$ cat src/rtl/tank_pkg.sv
// Shared definitions for the tank pump sequencer: state encoding, pump-count bounds,
// and sensor-word helpers (thermometer validity, popcount) sized for the largest legal tank.
package tank_pkg;

  localparam int NUM_PUMPS_MIN = 2;
  localparam int NUM_PUMPS_MAX = 8;

  typedef enum logic [1:0] {
    ST_IDLE  = 2'd0,
    ST_RUN   = 2'd1,
    ST_FAULT = 2'd2
  } state_t;

  // Callers zero-extend narrower sensor words; zero upper bits never break the code.
  function automatic logic is_thermometer(input logic [NUM_PUMPS_MAX-1:0] l);
    logic ok;
    ok = 1'b1;
    for (int k = 1; k < NUM_PUMPS_MAX; k++) begin
      if (l[k] && !l[k-1]) ok = 1'b0;
    end
    return ok;
  endfunction

  function automatic logic [3:0] popcount(input logic [NUM_PUMPS_MAX-1:0] v);
    logic [3:0] n;
    n = '0;
    for (int k = 0; k < NUM_PUMPS_MAX; k++) begin
      n = n + {3'd0, v[k]};
    end
    return n;
  endfunction

endpackage

$ cat src/rtl/level_debouncer.sv
// Single-bit debouncer: the output follows the raw input only after DEBOUNCE_CYCLES
// consecutive raw samples that all differ from the current output.
module level_debouncer #(
  parameter int DEBOUNCE_CYCLES = 4
) (
  input  logic clock,
  input  logic reset,
  input  logic raw,
  output logic stable
);

  logic [3:0] cnt;

  always_ff @(posedge clock) begin
    if (!reset) begin
      stable <= 1'b0;
      cnt    <= '0;
    end else if (raw == stable) begin
      cnt <= '0;
    end else if (cnt == 4'(DEBOUNCE_CYCLES - 1)) begin
      stable <= raw;
      cnt    <= '0;
    end else begin
      cnt <= cnt + 4'd1;
    end
  end

endmodule

$ cat src/rtl/tank_pump_sequencer.sv
// Tank pump sequencer: turns a thermometer-coded level word into a rotating set of pumps
// with a minimum-on hold. Define PUMP_DEBOUNCE_EN to debounce each sensor bit first.
module tank_pump_sequencer
  import tank_pkg::*;
#(
  parameter int NUM_PUMPS       = 4,
  parameter int MIN_ON_CYCLES   = 16,
  parameter int DEBOUNCE_CYCLES = 4
) (
  input  logic                           clock,
  input  logic                           reset,
  input  logic                           enable,
  input  logic [NUM_PUMPS-1:0]           level_sensors,
  output logic [NUM_PUMPS-1:0]           pumps,
  output logic [$clog2(NUM_PUMPS+1)-1:0] active_count,
  output logic [$clog2(NUM_PUMPS)-1:0]   lead_pump,
  output logic                           fault,
  output logic [1:0]                     current_state
);

  localparam int AW = $clog2(NUM_PUMPS + 1);
  localparam int LW = $clog2(NUM_PUMPS);
  localparam logic [7:0] HOLD_MAX = 8'(MIN_ON_CYCLES - 1);

  if (NUM_PUMPS < NUM_PUMPS_MIN || NUM_PUMPS > NUM_PUMPS_MAX ||
      MIN_ON_CYCLES < 1 || MIN_ON_CYCLES > 255 ||
      DEBOUNCE_CYCLES < 2 || DEBOUNCE_CYCLES > 15) begin : g_bad_params
    $error("tank_pump_sequencer: parameter out of legal range");
  end

  logic [NUM_PUMPS-1:0] level;

`ifdef PUMP_DEBOUNCE_EN
  for (genvar k = 0; k < NUM_PUMPS; k++) begin : g_debounce
    level_debouncer #(.DEBOUNCE_CYCLES(DEBOUNCE_CYCLES)) u_debounce (
      .clock  (clock),
      .reset  (reset),
      .raw    (level_sensors[k]),
      .stable (level[k])
    );
  end
`else
  assign level = level_sensors;
`endif

  logic [NUM_PUMPS_MAX-1:0] level_ext;
  logic                     valid;
  logic [AW-1:0]            demand;

  // NOTE: every always_comb output gets a default first so no latch is inferred.
  always_comb begin
    level_ext                = '0;
    level_ext[NUM_PUMPS-1:0] = level;
  end

  assign valid  = is_thermometer(level_ext);
  assign demand = AW'(NUM_PUMPS) - AW'(popcount(level_ext));

  function automatic logic [LW-1:0] next_lead(input logic [LW-1:0] ld);
    return (ld == LW'(NUM_PUMPS - 1)) ? '0 : ld + LW'(1);
  endfunction

  // Pump i is on when its distance past the lead (mod NUM_PUMPS) is below the count.
  function automatic logic [NUM_PUMPS-1:0] rot_mask(input logic [AW-1:0] cnt,
                                                    input logic [LW-1:0] ld);
    logic [NUM_PUMPS-1:0] m;
    int off;
    m = '0;
    for (int i = 0; i < NUM_PUMPS; i++) begin
      off = i - int'(ld);
      if (off < 0) off = off + NUM_PUMPS;
      m[i] = (off < int'(cnt));
    end
    return m;
  endfunction

  state_t        state;
  logic [AW-1:0] count;
  logic [LW-1:0] lead;
  logic [7:0]    hold;

  // NOTE: sequential state uses non-blocking assignments only; reset is synchronous,
  // so it sits inside the clocked branch rather than in the sensitivity list.
  always_ff @(posedge clock) begin
    if (!reset) begin
      state <= ST_IDLE;
      count <= '0;
      lead  <= '0;
      hold  <= '0;
      pumps <= '0;
      fault <= 1'b0;
    end else begin
      case (state)
        ST_FAULT: begin
          if (valid) begin
            state <= ST_IDLE;
            fault <= 1'b0;
            hold  <= '0;
          end
        end
        default: begin
          if (!valid) begin
            state <= ST_FAULT;
            fault <= 1'b1;
            count <= '0;
            pumps <= '0;
            hold  <= '0;
          end else if (!enable) begin
            state <= ST_IDLE;
            count <= '0;
            pumps <= '0;
            hold  <= '0;
            if (count != '0) lead <= next_lead(lead);
          end else if (demand > count) begin
            state <= ST_RUN;
            count <= demand;
            pumps <= rot_mask(demand, lead);
            hold  <= '0;
          end else if (demand < count) begin
            // Decreases wait for the minimum-on hold to expire.
            if (hold >= HOLD_MAX) begin
              count <= demand;
              pumps <= rot_mask(demand, lead);
              hold  <= '0;
              if (demand == '0) begin
                state <= ST_IDLE;
                lead  <= next_lead(lead);
              end
            end else begin
              hold <= hold + 8'd1;
            end
          end else if (state == ST_RUN && hold < HOLD_MAX) begin
            hold <= hold + 8'd1;
          end
        end
      endcase
    end
  end

  assign active_count  = count;
  assign lead_pump     = lead;
  assign current_state = state;

endmodule

$ cat config.mk
export PLATFORM = sky130hd
export DESIGN_NAME = tank_pump_sequencer
export DESIGN_NICKNAME = d
export VERILOG_FILES = /design/src/rtl/tank_pkg.sv /design/src/rtl/level_debouncer.sv /design/src/rtl/tank_pump_sequencer.sv
export SDC_FILE = /design/constraint.sdc
export NUM_CORES = 1
export LEC_CHECK = 0
export CAP_MARGIN = 40
export CORE_MARGIN = 4
export CORE_UTILIZATION = 48
export DETAILED_ROUTE_END_ITERATION = 7
export MAX_ROUTING_LAYER = met4
export PLACE_DENSITY = 0.85
export SLEW_MARGIN = 30
export SYNTH_ARGS = -nofsm -noshare
export SYNTH_HDL_FRONTEND = slang
export SYNTH_SLANG_ARGS = --single-unit
$ cat constraint.sdc
create_clock -name clock -period 3.05 [get_ports clock]
set_input_delay 0.61 -clock clock [delete_from_list [all_inputs] [get_ports clock]]
set_output_delay 0.61 -clock clock [all_outputs]
set_load 0.005 [all_outputs]
Yosys cells after proc, flatten, opt, wreduce, memory -nomap -nowiden
Cells that the tools add are included. W data, S select, Z words.

Bits in registers: 20. Input bits: 7. Output and inout bits: 12. Word-level logic and storage cells: 158.

Add/sub/neg operators: 14. Order comparisons: 16. Equality and inequality tests: 15. Muxes and demuxes: 91. Bitwise operators: 1. Reduce and logical (&&, ||, !) cells: 15.

Operators by type and width (number): $mux W32 (52); $lt A32 B4 Y1 (8); $mux W8 (8); $mux W2 (15); $add A3 B4 Y5 const B (4); $mux W4 (5); $mux W3 (5); $ne A5 B2 Y1 const B (3); $lt A3 B1 Y1 const B (4); $add A8 B1 Y8 const B (1); $ge A8 B4 Y1 const B (1); $lt A8 B4 Y1 const B (1); $ne A2 B1 Y1 const B (4); $ne A4 B2 Y1 const B (2); $reduce_and A7 Y1 (1); $mux W1 (6); $ne A6 B2 Y1 const B (1); $sub A1 B2 Y3 const A (2); $sub A2 B2 Y3 const A (2); $eq A2 B2 Y1 const B (2); $logic_and A1 B1 Y1 (4); $ne A2 B2 Y1 const B (2); $reduce_and A2 Y1 (2); $reduce_and A4 Y1 (1); other kinds (14) (16).

Depth between registers and ports, before layout
Depth in word-level cells: 17. Mapped depth: 11. Depth with buffers taken out: 11.

Worst setup path after synthesis
No wires, ideal clock.

Path type: input-to-reg. Start point: input level_sensors[1]. End point: register pumps[2]. Library setup time: 0.128 ns. Data arrival time: 3.141 ns. Required time: 2.922 ns. Setup slack: -0.219 ns. Cell stages on the path: 11. Buffers on the path: 0. Path through: fa_1 > inv_1 > ha_1 > inv_1 > ha_1 > or4b_1 > a21oi_1 > nor2_1 > mux2i_4 > nand2b_4 > o22ai_1.

Cells in the longest elaborated chain, start to end: 10.

RTL lines: start, declared (RTL line tank_pump_sequencer.sv:13) `input logic [NUM_PUMPS-1:0] level_sensors,`; $add A1 B1 Y2 (RTL line tank_pkg.sv:28) `n = n + {3'd0, v[k]};`; $add A2 B1 Y3 (RTL line tank_pkg.sv:28); $add A3 B1 Y3 (RTL line tank_pkg.sv:28); $sub A3 B3 Y3 (RTL line tank_pump_sequencer.sv:57) `assign demand = AW'(NUM_PUMPS) - AW'(popcount(level_ext));`; $lt A32 B4 Y1 (RTL line tank_pump_sequencer.sv:72) `m[i] = (off < int'(cnt));`; $mux W4 (RTL line tank_pump_sequencer.sv:121) `if (hold >= HOLD_MAX) begin`; $mux W4 (RTL line tank_pump_sequencer.sv:119) `end else if (demand < count) begin`; $mux W4 (RTL line tank_pump_sequencer.sv:114) `end else if (demand > count) begin`; $mux W4 (RTL line tank_pump_sequencer.sv:108) `end else if (!enable) begin`; $mux W4 (RTL line tank_pump_sequencer.sv:102) `if (!valid) begin`; end signal, assigned (RTL line tank_pump_sequencer.sv:117) `pumps <= rot_mask(demand, lead);`; end signal, assigned (RTL line tank_pump_sequencer.sv:123) `pumps <= rot_mask(demand, lead);`; end, declared (RTL line tank_pump_sequencer.sv:14) `output logic [NUM_PUMPS-1:0] pumps,`.

Several ways; a longest one is shown, not always the timed one. The select of a mux whose other input is x is not followed. A chain may end at the register's enable or synchronous reset.

Worst setup path in the final report
Start point: input level_sensors[1]. End point: register hold[3].

Cells in the longest elaborated chain, start to end: 10.

RTL lines: $add A1 B1 Y2 (RTL line tank_pkg.sv:28); $add A2 B1 Y3 (RTL line tank_pkg.sv:28); $add A3 B1 Y3 (RTL line tank_pkg.sv:28); $sub A3 B3 Y3 (RTL line tank_pump_sequencer.sv:57); $lt A3 B3 Y1 (RTL line tank_pump_sequencer.sv:119); $mux W8 (RTL line tank_pump_sequencer.sv:119); $mux W8 (RTL line tank_pump_sequencer.sv:114); $mux W8 (RTL line tank_pump_sequencer.sv:108); $mux W8 (RTL line tank_pump_sequencer.sv:102); $mux W8 (RTL line tank_pump_sequencer.sv:93) `case (state)`; end signal, assigned (RTL line tank_pump_sequencer.sv:130) `hold <= hold + 8'd1;`; end signal, assigned (RTL line tank_pump_sequencer.sv:133) `hold <= hold + 8'd1;`; end, declared (RTL line tank_pump_sequencer.sv:80) `logic [7:0] hold;`.

Several ways; a longest one is shown, not always the timed one.

==> results.cfg <==
[outcome]
status = finished clean

[final_layout]
fin_area_sq_um = 1710
fin_util_pct = 68.3
drive_gt1_share_pct = 27.9
area_growth_pct = 34.7
antenna_cells = 0
fin_nets = 195

[cts]
root_buffer = clkbuf_4
clock_tree.buffer_depth = 2
path_clk_slew_ns = 0.11
cts_tree = built
cts_buffers = 3
clkLatencyLatePin_ns = 0.30
hold_buffers = 0
cts_max_level = 1
clock_sinks = 20

[yosys]
synth_area_leaders = dfxtp_1, ha_1, nand2_1
synthTopCellsByCount = dfxtp_1, nand2_1, and2_1, inv_1, nor2_1
synth_seq_cells = 20
synth.avg_cell_area_sq_um = 8.99
synth_ff_type = dfxtp_1
yosysMostFrequentCell = dfxtp_1
syn-num-nets = 156
syn-cell-area_sq_um = 1270
async_reset_ff_share_pct = 0
yosysWarnings = 0
synth_edf_count = 0
synth_top_area_share_pct = 31.6
yosysSeqAreaShare_pct = 31.6
yosysUniqueCellTypes = 48
synth_area_leader_cell = dfxtp_1
synthCells = 141

[sta]
tightest_slew_ns = 0.712
whs_ns = 0.472
fmax_mhz = 339
final-setup-viol-count = 0
finalHoldViolations = 0
slew-limit-headroom_pct = 52.1
skew_ns = 0.00464
drv_slew = 0
period_minus_slack_ns = 2.95
post-route-period-util_pct = 96.7
rsz0062_at_grt = no

[route]
drt-total-wl_microns = 3290
drt_pass1_iterations = 4
first_iter_violations = 43
vias = 1228
drc = 0
via_per_inst = 5.88
drtAntennaViolNets = 0
wl_per_cell_microns = 15.8

[pwr]
vdd_ir_drop_max_mv = 0.386
p_leak_nw = 0.676
p_per_area_nw_per_um2 = 422

[place]
gp_congestion = 0.801
hpwl_microns = 2550
place_area_sq_um = 1640
io_buffer_count = 18

[critical_path]
slowest_stage = fa_1
crit_arrival_ns = 3.18
cp-end-kind = register
cp.required_ns = 3.28
worstSetupStartpointType = input pin
worstSetupPathType = in -> reg
critPathMaxStageDelay_ns = 0.55
critPathMaxFanout = 4
crit_chain = buf_6 > fa_1 > inv_2 > ha_4 > inv_4 > ha_4 > or4b_4 > a21oi_4 > nor2_4 > mux2i_4 > buf_6 > nand3_4 > o31ai_2

[global_route]
grt_pass1_wl_microns = 5370
grt_use_total_pct = 20.3
overflow = 0
grt_max_degree = 12
antenna_found_initial = 0
grt_pass1_vias = 1228

[floorplan]
row_count = 18
die_y_microns = 59.4
coreArea_sq_um = 2500
die_area_sq_um = 3530
initial_core_util_pct = 50.7
io_pins = 19
die-width_microns = 59.4

[flow_run]
maxCapViolCount = 0

[hold_path]
hold_path.class = reg -> reg
## through the flow
step	worst slack [ns]	setup TNS (ns)	power, mW	cells
3_3_place_gp	-0.473	-8.07	0.537	204
2_1_floorplan	-0.0649	-0.369	0.447	141
5_1_grt	0.00876	0	0.756	209
3_5_place_dp	-0.577	-9.76	0.549	204
4_1_cts	0.00259	0	0.704	208
6_report	0.100	0	0.720	209
## flip-flops by register name (all words and copies together) (netlist names)
register and flops:
hold 8, pumps 4, active_count 3, lead_pump 2, fault 1, current_state 2
## repair_timing
item,4_1_cts,5_1_grt
endpoints found under the setup margin,19,12
pin swaps,6,7
resized for setup,14,8
setup buffers,0,1
## final timing paths
path	slack [ns]	to	from	cells past startpoint
setup / recovery	0.10	hold[3]	level_sensors[1]	13
hold / removal	0.47	pumps[2]	pumps[2]	2
setup reg to reg	0.88	lead_pump[0]	hold[0]	7
hold reg to reg	0.47	pumps[2]	pumps[2]	2
## cell usage in the layout, fill, tap and decap left out, drive strengths merged, types with 2 or more instances in the layout
cell type / n
and2b: 2
nand2: 19
a31oi: 2
inv: 8
and3: 3
a32oi: 2
nand3: 6
nand2b: 3
nand4b: 2
or2b: 3
or2: 2
mux2i: 3
o22ai: 7
o21ai: 9
a21oi: 5
ha: 7
nor2: 8
clkbuf: 4
clkdlybuf4s50: 15
nor4: 2
dfxtp: 20
o211ai: 2
and2: 8
buf: 21
## layer usage
metal	global-route usage, %	wire length (microns)	part of all wire, %	vias up
met5	-	0	0	-
met4	11.3	142	4.3	0
met3	1.96	153	4.6	14
met2	33.9	1610	49	47
met1	23.7	1380	42	577
li1	-	-	-	590
## critical path: cells and delay by family
kind / cells / cell delay, ns
AOI/OAI and AO/OA: 2 / 0.35
adders and majority gates: 3 / 1.07
buffers and inverters: 4 / 0.34
muxes: 1 / 0.22
and+or+nand+nor: 3 / 0.60
## area by class of cell
cell class                      instances  area [sq um]
Multi-Input combinational cell        111           883
Fill cell                             190           792
Sequential cell                        20           400
Clock buffer                            4          36.3
Inverter                                8          32.5
Tap cell                               30          37.5
Timing Repair Buffer                   36           318
## cell families after synthesis
logic type	Yosys count	synth area share (%)
AOI/OAI and AO/OA	35	22.2
xor gates and xnor gates	2	1.38
adders and majority gates	9	9.38
buffers and inverters	10	3.65
DFF	20	31.6
muxes	3	3.36
and+or+nand+nor	62	28.4
## report_power, final
part           internal, mW  leakage, nW  switching (mW)
Sequential            0.272        0.162          0.0118
Combinational         0.146        0.493           0.137
Clock                0.0729       0.0210          0.0802
Total                 0.491        0.676           0.229
(Power assumes the default switching activity.)
==> patch, RTL diff (same flow settings) <==
`MIN_ON_CYCLES`: 16 -> 12.
--- a/src/rtl/tank_pump_sequencer.sv
+++ b/src/rtl/tank_pump_sequencer.sv
@@ -4,7 +4,7 @@
   import tank_pkg::*;
 #(
   parameter int NUM_PUMPS       = 4,
-  parameter int MIN_ON_CYCLES   = 16,
+  parameter int MIN_ON_CYCLES   = 12,
   parameter int DEBOUNCE_CYCLES = 4
 ) (
   input  logic                           clock,
Behaviour: no difference found for any inputs over 4 cycles, from zero or initial values and one cycle with reset low; that may be too few to reach the edited logic, so the function may still have changed.
==> patch against the unedited design <==
- cell count grew 4.8%
- routed wire length up 10%
- sequential cell count did not move
- combinational power is 4% higher
- cell area up 8.1%
- power increased by 13%
- synthesized area is 6.2% higher
- worst setup slack better by 6.4 ps
==> patch: results (changes against the unedited design) <==
* Netlist cell types at 47 (-2.1%)
* Run status: complete, no violations
* Clock latency on the worst-skew pair at 320 ps (+20 ps)
* CTS resizes at 17 (+3)
* Detail Route met3 WL at 93 µm (-39%)
* Layout non-clock buf frac at 17.02% (-1.6 points)
* Peak VDD IR at 391.4 µV (+1.3%)
* Signal buffers at 35 (-2.8%)
* Multi-input logic area at 1016 µm² (+15%)
* Hold_sp: pumps[1]$_SDFFE_PN0P_
* Synth top cells by count: nand2_1 (26), dfxtp_1 (20), mux2i_1 (11)
* Post-DP HPWL at 2597 µm (+1.9%)
* # nets final at 205 (+5.1%)
* Met1 Resource Use GR at 26.67% (+3.0 points)
* Worst Hold End: pumps[1]$_SDFFE_PN0P_
* Post-Syn Instances at 154 (+9.2%)
* Detailed Route WL at 3634 µm (+10%)
* Grt met3 use at 2.766% (+0.81 points)
* Layout cell share with drive strength beyond 1 at 24.34% (-3.6 points)
* Pre-CTS setup slack at -636.5 ps (-59.41 ps)
* GPL Wtd Cong at 0.8222 (+2.6%)
* WL/cell at 16.59 µm (+5.3%)
* Starting DRT DRC Count at 59 (+37%)
* Layout Skew at 1.486 ps (-3.152 ps)
* Top post-synthesis cells by area: dfxtp_1 (30%), mux2i_1 (8.2%), nand2_1 (7.2%)
* Syn_nets at 169 (+8.3%)
* Worst R2R Path Depth at 8 (+1)
* CP max stage delay at 500 ps (-50 ps)
* Worst Setup SP: level_sensors[3]
* Clk tree area frac at 2.847% (+0.72 points)
* WL met2 at 1938 µm (+20%)
* Sw Ratio at 31.75% (-0.069 points)
* Metal1 wirelength at 1545 µm (+12%)
* All-layer global routing usage at 23.16% (+2.9 points)
* Leak pwr at 0.7425 nW (+9.8%)
* Sequential area share after synthesis at 29.74% (-1.8 points)
* First-pass GRT wire length at 6251 µm (+16%)
* R2r startpoint: active_count[0]$_SDFFE_PN0P_
* R2r endpoint: lead_pump[1]$_SDFFE_PN0P_
-- patch: cell types whose count changed after synthesis, sizes merged, moves of 3 or more --
cell / before / now
a21oi: 5 / 8
and2: 8 / 5
mux2i: 3 / 11
nand2: 19 / 26
nand3: 6 / 2
nand3b: 0 / 5
nor2b: 0 / 4
o22ai: 7 / 1
-- patch: worst max-delay path by stage --
stage	to	slack (ps)
CTS	lead_pump[1]$_SDFFE_PN0P_	20
floorplan	hold[0]$_SDFFE_PN0P_	-120
global placement	lead_pump[1]$_SDFFE_PN0P_	-540
finish	lead_pump[1]$_SDFFE_PN0P_	110
global route	lead_pump[1]$_SDFFE_PN0P_	8
detailed placement	lead_pump[1]$_SDFFE_PN0P_	-640
-- patch: logic make-up after synthesis --
kind of cell             share of synthesized area (%)
AO/OA/AOI/OAI                                    19.89
XOR/XNOR                                         1.952
buffers and inverters                            3.625
multiplexers                                     8.179
adder cells (fa/ha/maj)                          7.992
flip-flops                                       29.74
AND/OR/NAND/NOR                                  28.63
-- patch: power by group through the flow --
| stage | logic, mW | registers [mW] | clock network, mW |
|---|---|---|---|
| floorplan | 0.156 | 0.288 | 0 |
| global placement | 0.247 | 0.289 | 0 |
| detailed placement | 0.258 | 0.289 | 0 |
| CTS | 0.282 | 0.284 | 0.229 |
| global route | 0.320 | 0.286 | 0.244 |
| finish | 0.295 | 0.284 | 0.232 |
-- patch: per-stage QoR --
stage / hold slack [ps] / power [mW] / cell area [µm²]
after floorplan: 451.3 / 0.4442 / 1374
after global routing: 490.8 / 0.8498 / 1846
final: 475.6 / 0.8114 / 1846
after global placement: 448.9 / 0.5352 / 1690
after detailed placement: 450.8 / 0.5473 / 1690
after CTS: 475.5 / 0.7946 / 1815
